## src/rtl/alarm_debounce_pkg.sv

```systemverilog
// Shared types and constants for the zone alarm debouncer.
package alarm_debounce_pkg;

  localparam int         NUM_ZONES      = 3;
  localparam logic [1:0] HW_NPN         = 2'd1;
  localparam int         DEF_SAMPLE_DLY = 4;
  localparam int         DEF_MS_DIV     = 100000;
  localparam int         DEF_WDOG_MS    = 500;

  typedef enum logic [3:0] {
    ST_SAFE      = 4'b0001,
    ST_ARMING    = 4'b0010,
    ST_ALARM     = 4'b0100,
    ST_RELEASING = 4'b1000
  } chan_state_e;

  // A programmed scan count of zero means "one scan".
  function automatic logic [3:0] eff_scans(input logic [3:0] n);
    return (n == 4'd0) ? 4'd1 : n;
  endfunction

endpackage

```

## src/rtl/alarm_debounce_chan_fsm.sv

```systemverilog
// One zone's assert/release debounce: N alarmed scans to assert, M clean scans plus hold time to release.
module alarm_chan_fsm
  import alarm_debounce_pkg::*;
(
  input  logic        clk,
  input  logic        rst_n,
  input  logic        stb,
  input  logic        a,
  input  logic        tick,
  input  logic [3:0]  eff_set,
  input  logic [3:0]  eff_clr,
  input  logic [15:0] hold_ms,
  input  logic        force_alarm,
  output logic        state_alarm
);

  chan_state_e state_q, state_d;
  logic [3:0]  sc_q, sc_d;
  logic [15:0] hc_q, hc_d;
  logic [4:0]  sc_inc;

  assign sc_inc      = {1'b0, sc_q} + 5'd1;
  assign state_alarm = (state_q == ST_ALARM) || (state_q == ST_RELEASING);

  // NOTE: every variable gets its default first so no path leaves it unassigned (no latches).
  always_comb begin
    state_d = state_q;
    sc_d    = sc_q;
    hc_d    = hc_q;

    if (state_alarm && tick && (hc_q != 16'd0)) hc_d = hc_q - 16'd1;

    if (force_alarm) begin
      state_d = ST_ALARM;
      hc_d    = hold_ms;
      sc_d    = 4'd0;
    end else begin
      case (state_q)
        ST_SAFE: begin
          if (stb && a) begin
            if (eff_set == 4'd1) begin
              state_d = ST_ALARM;
              hc_d    = hold_ms;
              sc_d    = 4'd0;
            end else begin
              state_d = ST_ARMING;
              sc_d    = 4'd1;
            end
          end
        end
        ST_ARMING: begin
          if (stb && a) begin
            if (sc_inc >= {1'b0, eff_set}) begin
              state_d = ST_ALARM;
              hc_d    = hold_ms;
              sc_d    = 4'd0;
            end else begin
              sc_d = sc_inc[3:0];
            end
          end else if (stb) begin
            state_d = ST_SAFE;
            sc_d    = 4'd0;
          end
        end
        ST_ALARM: begin
          if (stb && !a) begin
            state_d = ST_RELEASING;
            sc_d    = 4'd1;
          end
        end
        ST_RELEASING: begin
          // An alarmed scan beats a simultaneous hold expiry.
          if (stb && a) begin
            state_d = ST_ALARM;
            hc_d    = hold_ms;
            sc_d    = 4'd0;
          end else begin
            if (stb && (sc_q != 4'hF)) sc_d = sc_inc[3:0];
            if ((sc_q >= eff_clr) && (hc_q == 16'd0)) begin
              state_d = ST_SAFE;
              sc_d    = 4'd0;
            end
          end
        end
        default: begin
          state_d = ST_SAFE;
          sc_d    = 4'd0;
          hc_d    = 16'd0;
        end
      endcase
    end
  end

  // NOTE: reset is synchronous, sampled on the clock edge like any other input.
  always_ff @(posedge clk) begin
    if (!rst_n) begin
      state_q <= ST_SAFE;
      sc_q    <= 4'd0;
      hc_q    <= 16'd0;
    end else begin
      state_q <= state_d;
      sc_q    <= sc_d;
      hc_q    <= hc_d;
    end
  end

endmodule

```

## src/rtl/alarm_debounce.sv

```systemverilog
// Debounces the comparator's three zone alarms and drives the fail-safe transistor-stage outputs.
module alarm_debounce
  import alarm_debounce_pkg::*;
#(
  parameter int SAMPLE_DLY = DEF_SAMPLE_DLY,
  parameter int MS_DIV     = DEF_MS_DIV,
  parameter int WDOG_MS    = DEF_WDOG_MS
) (
  input  logic                 clk,
  input  logic                 rst_n,
  input  logic [1:0]           hw_type,
  input  logic                 cycle_enable,
  input  logic [NUM_ZONES-1:0] alarm_in,
  input  logic [3:0]           set_scans,
  input  logic [3:0]           clr_scans,
  input  logic [15:0]          hold_ms,
  output logic [NUM_ZONES-1:0] alarm_state,
  output logic [NUM_ZONES-1:0] alarm_out,
  output logic                 wdog_fault
);

  localparam int DW = (SAMPLE_DLY > 1) ? $clog2(SAMPLE_DLY) : 1;
  localparam int PW = (MS_DIV > 1) ? $clog2(MS_DIV) : 1;
  localparam int WW = $clog2(WDOG_MS + 1);

  localparam logic [DW-1:0] DLY_LOAD = DW'(SAMPLE_DLY - 1);
  localparam logic [PW-1:0] PRE_MAX  = PW'(MS_DIV - 1);
  localparam logic [WW-1:0] WD_MAX   = WW'(WDOG_MS);

  logic [1:0]           ce_q, ce_d;
  logic [DW-1:0]        dly_q, dly_d;
  logic                 busy_q, busy_d;
  logic [PW-1:0]        pre_q, pre_d;
  logic [WW-1:0]        wd_q, wd_d;
  logic [NUM_ZONES-1:0] out_q, out_d;

  logic                 fall, stb, tick, npn, force_alarm;
  logic [3:0]           eff_set, eff_clr;
  logic [NUM_ZONES-1:0] norm;

  assign npn         = (hw_type == HW_NPN);
  assign fall        = (ce_q == 2'b10);
  // A fall landing on the strobe cycle restarts the delay instead of strobing twice.
  assign stb         = busy_q && (dly_q == '0) && !fall;
  assign tick        = (pre_q == PRE_MAX);
  assign wdog_fault  = (wd_q == WD_MAX);
  assign force_alarm = wdog_fault && !stb;
  assign norm        = alarm_in ^ {NUM_ZONES{npn}};
  assign eff_set     = eff_scans(set_scans);
  assign eff_clr     = eff_scans(clr_scans);
  assign alarm_out   = out_q;

  always_comb begin
    ce_d   = {ce_q[0], cycle_enable};
    dly_d  = dly_q;
    busy_d = busy_q;
    if (fall) begin
      dly_d  = DLY_LOAD;
      busy_d = 1'b1;
    end else if (busy_q) begin
      if (dly_q == '0) busy_d = 1'b0;
      else             dly_d  = dly_q - 1'b1;
    end

    pre_d = tick ? '0 : pre_q + 1'b1;

    wd_d = wd_q;
    if (stb)                            wd_d = '0;
    else if (tick && (wd_q != WD_MAX))  wd_d = wd_q + 1'b1;

    out_d = alarm_state ^ {NUM_ZONES{npn}};
  end

  // NOTE: sequential state uses non-blocking assignments so every flop samples pre-edge values.
  always_ff @(posedge clk) begin
    if (!rst_n) begin
      ce_q   <= 2'b00;
      dly_q  <= '0;
      busy_q <= 1'b0;
      pre_q  <= '0;
      wd_q   <= '0;
      out_q  <= {NUM_ZONES{npn}};
    end else begin
      ce_q   <= ce_d;
      dly_q  <= dly_d;
      busy_q <= busy_d;
      pre_q  <= pre_d;
      wd_q   <= wd_d;
      out_q  <= out_d;
    end
  end

  for (genvar z = 0; z < NUM_ZONES; z++) begin : g_zone
    alarm_chan_fsm u_fsm (
      .clk         (clk),
      .rst_n       (rst_n),
      .stb         (stb),
      .a           (norm[z]),
      .tick        (tick),
      .eff_set     (eff_set),
      .eff_clr     (eff_clr),
      .hold_ms     (hold_ms),
      .force_alarm (force_alarm),
      .state_alarm (alarm_state[z])
    );
  end

endmodule

```

## config.mk

```make
export PLATFORM = sky130hd
export DESIGN_NAME = alarm_debounce
export DESIGN_NICKNAME = d
export VERILOG_FILES = /design/src/rtl/alarm_debounce_pkg.sv /design/src/rtl/alarm_debounce_chan_fsm.sv /design/src/rtl/alarm_debounce.sv
export SDC_FILE = /design/constraint.sdc
export NUM_CORES = 1
export LEC_CHECK = 0
export BUFFER_PORTS_ARGS = -buffer_cell sky130_fd_sc_hd__buf_2
export CAP_MARGIN = 20
export CORE_AREA = 4 4 142 144
export DETAILED_ROUTE_END_ITERATION = 7
export DIE_AREA = 0 0 146 148
export GPL_TIMING_DRIVEN = 0
export HOLD_SLACK_MARGIN = 0.1
export PLACE_DENSITY = 0.6
export SETUP_SLACK_MARGIN = 0.02
export SYNTH_ARGS = -nofsm -noshare
export SYNTH_HDL_FRONTEND = slang
export SYNTH_HIERARCHICAL = 1
export SYNTH_SLANG_ARGS = --single-unit
```

## constraint.sdc

```tcl
create_clock -name clk -period 5.6 [get_ports clk]
set_input_delay 0 -clock clk [delete_from_list [all_inputs] [get_ports clk]]
set_output_delay 0 -clock clk [all_outputs]
set_load 0.03 [all_outputs]
```

==> results.py, run 1 <==
metrics = {
    "status": {
        "status": "complete, no violations",
    },
    "route": {
        "route.vias.total": 6750,
        "wl_um": 19900,
        "drt_pass1_iterations": 5,
        "drcViolationCount": 0,
        "viasPerCell": 5.63,
        "antenna_left": 0,
        "drt-initial-drc-count": 397,
        "wl_per_cell_um": 16.6,
    },
    "cells_and_area": {
        "regArea_um2": 2120,
        "area_delta_synth_final_pct": 12.7,
        "fin_cells": 1199,
        "num-fill-cells": 1863,
        "drive_gt1_share_pct": 15.1,
        "fin_area_um2": 8580,
        "multi_input_area_um2": 5040,
        "diodes": 0,
        "nets": 1029,
    },
    "timing": {
        "setup_tns_ns": 0,
        "setup_viol": 0,
        "fin_skew_ns": 0.0119,
        "slew_viol_final": 0,
        "hold_violations": 0,
        "fin_crit_ns": 3.52,
        "relSlewSlack_pct": 36.1,
        "rsz0062_at_grt": "no",
        "fin_crit_sh_pct": 62.8,
        "fin_ws_ns": 2.08,
        "timing.fmax_mhz": 284,
        "worst-slew-pin-transition_ns": 0.955,
    },
    "logic_synthesis": {
        "yosysTopAreaCellShare_pct": 27.9,
        "synth_seq_cells": 106,
        "synth_largest_area_cell": "dfxtp_1",
        "yosys-top-cells-area": "dfxtp_1 (28%), ha_1 (6.1%), xnor2_1 (5.2%)",
        "syn_area_per_cell_um2": 8.53,
        "synth_common_cells": "dfxtp_1 (106), nand2_1 (78), nor2_1 (67)",
        "async_flop_share_pct": 0,
        "synth_edf_count": 0,
        "syn_area_um2": 7620,
        "yosysWarningCount": 6,
        "ys_seq_area_share_pct": 27.9,
        "syn_nets": 962,
        "netlist_instances": 893,
        "synth_ff_type": "dfxtp_1",
        "synth_cell_types": 91,
        "yosysMostFrequentCell": "dfxtp_1",
    },
    "power": {
        "p_per_area_nw_per_um2": 265,
        "power_leakage_nw": 3.07,
        "peakVddDrop_mv": 0.183,
    },
    "global_routing": {
        "antenna_found_initial": 0,
        "grt-ovfl-total": 0,
        "groute.usage.overall_pct": 18.6,
        "grt_pass1_wl_um": 33200,
        "grt_pass1_vias": 6315,
        "grt_max_degree": 28,
    },
    "critical_path": {
        "reg2reg_from": "pre_q[0]",
        "critPathKind": "reg -> reg",
        "startpoint": "pre_q[0]",
        "start_kind": "flip-flop",
        "required_ns": 5.86,
        "crit_fanout": 10,
        "critPathArrivalTime_ns": 3.78,
        "end_kind": "flip-flop",
    },
    "placement": {
        "gp_congestion": 0.799,
        "hpwl_um": 14800,
        "io_buffer_count": 38,
        "numPlacedInstances": 1165,
        "place_ws_ns": 2.18,
        "placedInstanceArea_um2": 8100,
    },
    "floorplan": {
        "io_pins": 39,
        "row_count": 50,
        "start_util_pct": 40.7,
        "dieHeight_um": 148,
        "die_w_um": 146,
        "dieArea_um2": 21600,
        "coreArea_um2": 18700,
    },
    "min_path": {
        "hp-class": "in -> reg",
        "hold_start": "hw_type[0]",
    },
    "clocking": {
        "cts_tree": "done",
        "clkSinkCount": 106,
        "cts_resized": 0,
        "clk_latency_ns": 0.36,
        "root_buffer": "clkbuf_16",
        "clk_path_buf_depth": 2,
        "cts_inserted_buffers": 9,
        "h-tree-depth": 3,
        "clk_pin_slew_worst_paths_ns": 0.08,
    },
    "job": {
        "cap_violations": 0,
    },
}
## cell families after synthesis
family                     count (synthesis)  synth area share (%)
AOI/OAI and AO/OA                        217                  22.0
xor gates and xnor gates                  62                  7.13
adders and majority gates                 37                  6.08
buffers and inverters                     90                  6.03
DFF                                      106                  27.9
muxes                                      9                  1.22
and+or+nand+nor                          372                  29.7
## per-layer routing
metal,GRT usage (%),wire (um),share of wire [%]
met5,0,0,0
met4,4.80,351,1.8
met3,2.61,783,3.9
met2,29.4,8840,44
met1,26.9,9950,50
## final cells by class
type | count | share of cell area, %
plain buffers | 38 | 3.08
clock inverters | 7 | 0.904
well taps | 234 | 3.41
flip-flops and latches | 106 | 24.7
repair buffers | 56 | 4.31
multi-input cells | 697 | 58.7
inverters | 52 | 2.27
clock buffers | 9 | 2.62
## cell usage in the layout, fill, tap and decap left out, types with 7 or more instances in the layout
master | Yosys | routed
a211oi_1 | 12 | 12
a21oi_1 | 34 | 34
a22oi_1 | 9 | 9
a32o_1 | 8 | 8
buf_2 | 4 | 42
buf_6 | 8 | 8
clkbuf_1 | 14 | 14
clkbuf_16 | 0 | 9
dfxtp_1 | 106 | 106
dlygate4sd3_1 | 0 | 18
ha_1 | 37 | 37
inv_1 | 52 | 52
mux2i_1 | 7 | 7
nand2_1 | 78 | 78
nand2b_1 | 29 | 29
nand3_1 | 32 | 32
nand3b_1 | 9 | 9
nand4_1 | 7 | 7
nor2_1 | 67 | 67
nor2b_1 | 24 | 24
nor3_1 | 27 | 27
nor4_1 | 11 | 11
nor4b_1 | 8 | 8
o21ai_0 | 37 | 37
o2bb2ai_1 | 12 | 12
o31ai_1 | 8 | 8
or4_1 | 7 | 7
xnor2_1 | 45 | 45
xor2_1 | 17 | 17
## sequential cells by signal, summed over array words and instances, names as in the netlist
register and cells:
g_zone.u_fsm/hc_q 48, dly_q 2, g_zone.u_fsm/state_q 12, wd_q 9, ce_q 2, g_zone.u_fsm/sc_q 12
busy_q 1, alarm_out 3, pre_q 17
## critical path: stages, from the launching register on
cell	delay (ns)
dfxtp_1	0.37
ha_1	0.22
nand3_1	0.16
nand3b_1	0.27
clkbuf_8	0.22
nor2_1	0.73
o2111ai_1	0.49
a211oi_1	0.46
nand2_1	0.14
xnor2_1	0.16
a32o_1	0.20
## what timing repair did
item / in CTS / in global routing
hold buffers: 18 / 0
setup buffers: 0 / 0
endpoints found under the hold margin: 50 / 0
## through the flow
stage	hold WS [ns]	utilization (%)	power (W)
finish	0.176	45.9	0.00228
CTS	0.164	45.9	0.00230
floorplan	0.108	-	0.00143
detailed placement	0.216	43.3	0.00162
global route	0.178	45.9	0.00243
global placement	0.209	43.3	0.00162
## power breakdown
| part | total [W] | switching (W) | leakage [nW] | internal [W] |
|---|---|---|---|---|
| clock | 0.000659 | 0.000338 | 0.147 | 0.000321 |
| combinational | 0.000810 | 0.000501 | 2.06 | 0.000309 |
| sequential | 0.000808 | 0.0000206 | 0.858 | 0.000787 |
## path summary, 6_finish.rpt
| check | slack (ns) | endpoint | cells after the start |
|---|---|---|---|
| setup / recovery | 2.08 | g_zone[0].u_fsm/hc_q[7] | 10 |
| hold reg to reg | 0.47 | pre_q[0] | 1 |
| hold / removal | 0.18 | alarm_out[0] | 3 |
| setup reg to reg | 2.08 | g_zone[0].u_fsm/hc_q[7] | 10 |
Note: power is estimated with default switching activity, not from simulation.
==> run 2, diff against run 1 <==
- clock period: 5.6 -> 3.66 ns (I/O delays scaled with it)
==> results.py, run 2 (same netlist as run 1, synthesis figures left out) <==
metrics = {
    "status": {
        "status": "complete, no violations",
    },
    "global_routing": {
        "grt_pass1_vias": 6315,
        "grt_max_degree": 28,
        "grt_pass1_wl_um": 33200,
        "antenna_found_initial": 0,
        "groute.usage.overall_pct": 18.6,
        "grt-ovfl-total": 0,
    },
    "timing": {
        "fin_crit_ns": 3.31,
        "relSlewSlack_pct": 43.4,
        "fin_crit_sh_pct": 90.4,
        "hold_violations": 0,
        "worst-slew-pin-transition_ns": 0.842,
        "holdWs_ns": 0.177,
        "rsz0062_at_grt": "no",
        "setup_tns_ns": 0,
        "setup_viol": 0,
        "fin_ws_ns": 0.352,
        "timing.fmax_mhz": 302,
        "fin_skew_ns": 0.0121,
        "slew_viol_final": 0,
    },
    "cells_and_area": {
        "regArea_um2": 2120,
        "area_delta_synth_final_pct": 12.7,
        "diodes": 0,
        "num-fill-cells": 1863,
        "reg_top3": "g_zone.u_fsm/hc_q x48, pre_q x17",
        "final_common_cell": "dfxtp_1",
        "nets": 1029,
        "drive_gt1_share_pct": 15.2,
        "fin_cells": 1199,
        "top_register": "g_zone.u_fsm/hc_q",
        "largest_register_ff_count": 48,
        "multi_input_area_um2": 5040,
        "final_cell_mix": "dfxtp_1 (106), nand2_1 (78), nor2_1 (66)",
    },
    "power": {
        "power_leakage_nw": 3.07,
        "peakVddDrop_mv": 0.280,
        "fin_total_pwr_w": 0.00348,
        "p_per_area_nw_per_um2": 406,
    },
    "clocking": {
        "clkSinkCount": 106,
        "h-tree-depth": 3,
        "clk_latency_ns": 0.36,
        "cts_inserted_buffers": 9,
        "clk_path_buf_depth": 2,
        "post_cts_buffers": 0,
        "cts_tree": "done",
        "clk_pin_slew_worst_paths_ns": 0.08,
        "root_buffer": "clkbuf_16",
    },
    "critical_path": {
        "cp_slowest_cell": "nor2_1",
        "slowest_delay_ns": 0.65,
        "crit_fanout": 17,
        "required_ns": 3.92,
        "critPathArrivalTime_ns": 3.56,
        "critPathTopFamily": "simple AND/OR/NAND/NOR gates",
        "critPathKind": "reg -> reg",
        "r2r_setup_slack_ns": 0.35,
        "end_kind": "flip-flop",
        "start_kind": "flip-flop",
        "critPathBufInv": 4,
        "path_cells": "inv_1 > ha_1 > and3_2 > nor2_1 > clkbuf_1 > nor2b_1 > buf_1 > and2_1 > o31ai_2 > clkbuf_8 > nand2_1 > a32o_1",
    },
    "route": {
        "viasPerCell": 5.63,
        "drt-initial-drc-count": 395,
        "drt_pass1_iterations": 5,
        "antenna_left": 0,
        "wl_per_cell_um": 16.6,
        "drcViolationCount": 0,
        "route.vias.total": 6745,
        "wl_um": 19900,
    },
    "placement": {
        "gp_congestion": 0.799,
        "io_buffer_count": 38,
        "numPlacedInstances": 1165,
        "hpwl_um": 14800,
        "place_ws_ns": 0.239,
    },
    "floorplan": {
        "start_util_pct": 40.7,
        "dieArea_um2": 21600,
        "io_pins": 39,
        "row_count": 50,
        "coreArea_um2": 18700,
        "die_w_um": 146,
        "dieHeight_um": 148,
    },
    "min_path": {
        "hp-class": "in -> reg",
    },
    "job": {
        "cap_violations": 0,
    },
}
## run 2: cell counts in the layout (fill, tap and decap cells not counted)
Identical to the previous run, type by type.
## run 2: path summary, 6_finish.rpt
| path | from | endpoint | depth (start not counted) |
|---|---|---|---|
| max | dly_q[0] | g_zone[1].u_fsm/hc_q[8] | 12 |
| min | hw_type[0] | alarm_out[0] | 3 |
| max reg2reg | dly_q[0] | g_zone[1].u_fsm/hc_q[8] | 12 |
| min reg2reg | pre_q[0] | pre_q[0] | 1 |
## run 2: where the power goes
part / switching, W / internal (W)
registers: 0.0000315 / 0.00120
clock network: 0.000517 / 0.000491
logic: 0.000767 / 0.000473
total: 0.00131 / 0.00217
## run 2: area by class of cell
cell class	instances	share of cell area (%)
repair buffers	56	4.31
inverters	52	2.27
well taps	234	3.41
plain buffers	38	3.07
flip-flops and latches	106	24.7
multi-input cells	697	58.7
clock inverters	7	0.904
clock buffers	9	2.62
## run 2: metal layers
| metal | up-vias | part of all wire, % | global-route usage [%] |
|---|---|---|---|
| met3 | 17 | 3.8 | 2.61 |
| met4 | 0 | 1.8 | 4.80 |
| li1 | 3421 | - | - |
| met2 | 128 | 44 | 29.4 |
| met1 | 3179 | 50 | 26.9 |
| met5 | - | 0 | 0 |
## run 2: timing repair
item | in CTS | in global routing
hold buffers | 18 | 0
gates resized for setup | 0 | 1
hold endpoints to repair | 50 | 0
setup endpoints to repair | 0 | 10
## run 2: tightest hold or removal path, cell delays in order
cell and delay (ns):
buf_2 0.10, nor2b_1 0.23, xnor2_1 0.18
## run 2: through the flow
step                      util (%)  area [um^2]
after floorplan                  -         7620
after global placement        43.3         8100
after detailed placement      43.3         8100
after CTS                     45.9         8580
after global routing          45.9         8590
final                         45.9         8590
==> run 3, diff against run 2 <==
- CORE_AREA: 4 4 142 144 -> 4 4 130 132
- DIE_AREA: 0 0 146 148 -> 0 0 134 136
- PLACE_DENSITY: 0.6 -> 0.61
- SYNTH_HIERARCHICAL: 1 -> unset
==> results.py, run 3 <==
metrics = {
    "floorplan": {
        "dieArea_um2": 18200,
        "die_w_um": 134,
        "start_util_pct": 40.2,
        "row_count": 46,
        "dieHeight_um": 136,
        "coreArea_um2": 15700,
        "io_pins": 39,
    },
    "logic_synthesis": {
        "synth_seq_cells": 106,
        "syn_area_per_cell_um2": 8.16,
        "synth_largest_area_cell": "dfxtp_1",
        "yosys-top-cells-area": "dfxtp_1 (34%), ha_1 (6.7%), xnor2_1 (6.2%)",
        "synth_ff_type": "dfxtp_1",
        "syn_nets": 840,
        "ys_seq_area_share_pct": 33.6,
        "synth_cell_types": 68,
        "syn_area_um2": 6310,
        "synth_edf_count": 0,
        "synth_common_cells": "dfxtp_1 (106), nand2_1 (79), nor2_1 (73)",
        "async_flop_share_pct": 0,
        "yosysMostFrequentCell": "dfxtp_1",
        "yosysTopAreaCellShare_pct": 33.6,
        "yosysWarningCount": 0,
        "netlist_instances": 774,
    },
    "critical_path": {
        "startpoint": "g_zone[1].u_fsm.sc_q[2]",
        "critPathKind": "reg -> reg",
        "critPathArrivalTime_ns": 3.46,
        "crit_fanout": 10,
        "start_kind": "flip-flop",
        "reg2reg_from": "g_zone[1].u_fsm.sc_q[2]",
        "required_ns": 3.88,
        "end_kind": "flip-flop",
    },
    "route": {
        "wl_per_cell_um": 14.8,
        "wl_um": 15700,
        "antenna_left": 0,
        "drt-initial-drc-count": 246,
        "route.vias.total": 5647,
        "drcViolationCount": 0,
        "drt_pass1_iterations": 5,
        "viasPerCell": 5.31,
    },
    "clocking": {
        "clk_pin_slew_worst_paths_ns": 0.08,
        "post_cts_buffers": 0,
        "cts_tree": "done",
        "cts_inserted_buffers": 9,
        "clk_latency_ns": 0.36,
        "cts_resized": 0,
        "h-tree-depth": 3,
        "root_buffer": "clkbuf_16",
        "clk_path_buf_depth": 2,
        "clkSinkCount": 106,
    },
    "power": {
        "peakVddDrop_mv": 0.348,
        "p_per_area_nw_per_um2": 422,
        "power_leakage_nw": 2.80,
    },
    "placement": {
        "gp_congestion": 0.874,
        "hpwl_um": 11800,
        "io_buffer_count": 38,
        "placedInstanceArea_um2": 6770,
    },
    "global_routing": {
        "antenna_found_initial": 0,
        "grt_max_degree": 19,
        "grt_pass1_vias": 5383,
        "grt_pass1_wl_um": 26400,
        "grt-ovfl-total": 0,
        "groute.usage.overall_pct": 17.8,
    },
    "timing": {
        "fin_skew_ns": 0.0112,
        "setup_viol": 0,
        "slew_viol_final": 0,
        "hold_violations": 0,
        "relSlewSlack_pct": 39.9,
        "fin_crit_ns": 3.24,
        "timing.fmax_mhz": 308,
        "worst-slew-pin-transition_ns": 0.895,
        "rsz0062_at_grt": "no",
        "setup_tns_ns": 0,
        "fin_crit_sh_pct": 88.6,
    },
    "cells_and_area": {
        "final_common_cell": "dfxtp_1",
        "num-fill-cells": 1606,
        "drive_gt1_share_pct": 9.80,
        "diodes": 0,
        "area_delta_synth_final_pct": 14.7,
        "nets": 908,
        "multi_input_area_um2": 3930,
        "regArea_um2": 2120,
        "final_cell_mix": "dfxtp_1 (106), nand2_1 (79), nor2_1 (73)",
        "reg_top3": "g_zone.u_fsm.hc_q x48, pre_q x17",
        "top_register": "g_zone.u_fsm.hc_q",
        "final_util_pct": 46.1,
        "largest_register_ff_count": 48,
        "fin_area_um2": 7240,
    },
    "job": {
        "cap_violations": 0,
    },
    "status": {
        "status": "complete, no violations",
    },
    "min_path": {
        "hold_start": "hw_type[1]",
        "hp-class": "in -> reg",
    },
}
==> run 3: cell type report <==
cell class / count / share of cell area, %
well taps: 216 / 3.73
repair buffers: 57 / 5.22
clock buffers: 10 / 3.16
flip-flops and latches: 106 / 29.3
clock inverters: 6 / 0.674
multi-input cells: 605 / 54.2
inverters: 29 / 1.50
plain buffers: 34 / 2.16
==> run 3: per-layer routing <==
metal | vias to the layer above | GRT usage (%) | part of all wire (%)
li1 | 2933 | - | -
met3 | 13 | 3.26 | 3.7
met5 | - | 0 | 0
met4 | 0 | 4.86 | 1.4
met1 | 2589 | 24.0 | 49
met2 | 112 | 29.4 | 46
==> run 3: kinds of logic (layout without fill, tap and decap cells) <==
family	after synthesis	in the layout	share of synthesized area, %
and+or+nand+nor	325	325	27.1
AOI/OAI and AO/OA	160	160	16.2
DFF	106	106	33.6
xor gates and xnor gates	79	79	11.0
buffers and inverters	63	136	4.20
adders and majority gates	34	34	6.74
muxes	7	7	1.15
==> run 3: critical path, stage by stage, from the launching register on <==
cell	delay, ns
dfxtp_1	0.47
nand3_1	0.13
xnor2_1	0.21
ha_1	0.28
inv_1	0.08
o311a_1	0.14
nor2_1	0.07
or3_1	0.36
a21oi_1	0.15
o221a_2	0.23
clkbuf_1	0.32
clkbuf_1	0.48
o22ai_1	0.18
==> run 3: power breakdown <==
part / switching [W] / internal (W) / total (W)
clock: 0.000464 / 0.000472 / 0.000937
combinational: 0.000531 / 0.000334 / 0.000864
sequential: 0.0000464 / 0.00121 / 0.00126
==> run 3: timing repair <==
item                                    in CTS  in global routing
hold buffers                                18                  0
hold endpoints to repair                    51                  0
endpoints found under the setup margin       0                  0
==> run 3: path summary, 6_finish.rpt <==
path,end,slack [ns],depth (start not counted)
max reg2reg,g_zone[1].u_fsm.hc_q[14],0.42,12
max,g_zone[1].u_fsm.hc_q[14],0.42,12
min reg2reg,ce_q[1],0.46,1
min,alarm_out[1],0.10,4
==> run 3: stage by stage <==
| stage | instances | worst slack (ns) | hold WS [ns] | power, W |
|---|---|---|---|---|
| 3_3_place_gp | 1028 | 0.0559 | 0.235 | 0.00211 |
| 6_report | 1063 | 0.418 | 0.104 | 0.00306 |
| 2_1_floorplan | 774 | 1.05 | 0.127 | 0.00190 |
| 4_1_cts | 1062 | 0.400 | 0.100 | 0.00308 |
| 5_1_grt | 1063 | 0.246 | 0.132 | 0.00324 |
| 3_5_place_dp | 1028 | 0.0460 | 0.236 | 0.00212 |
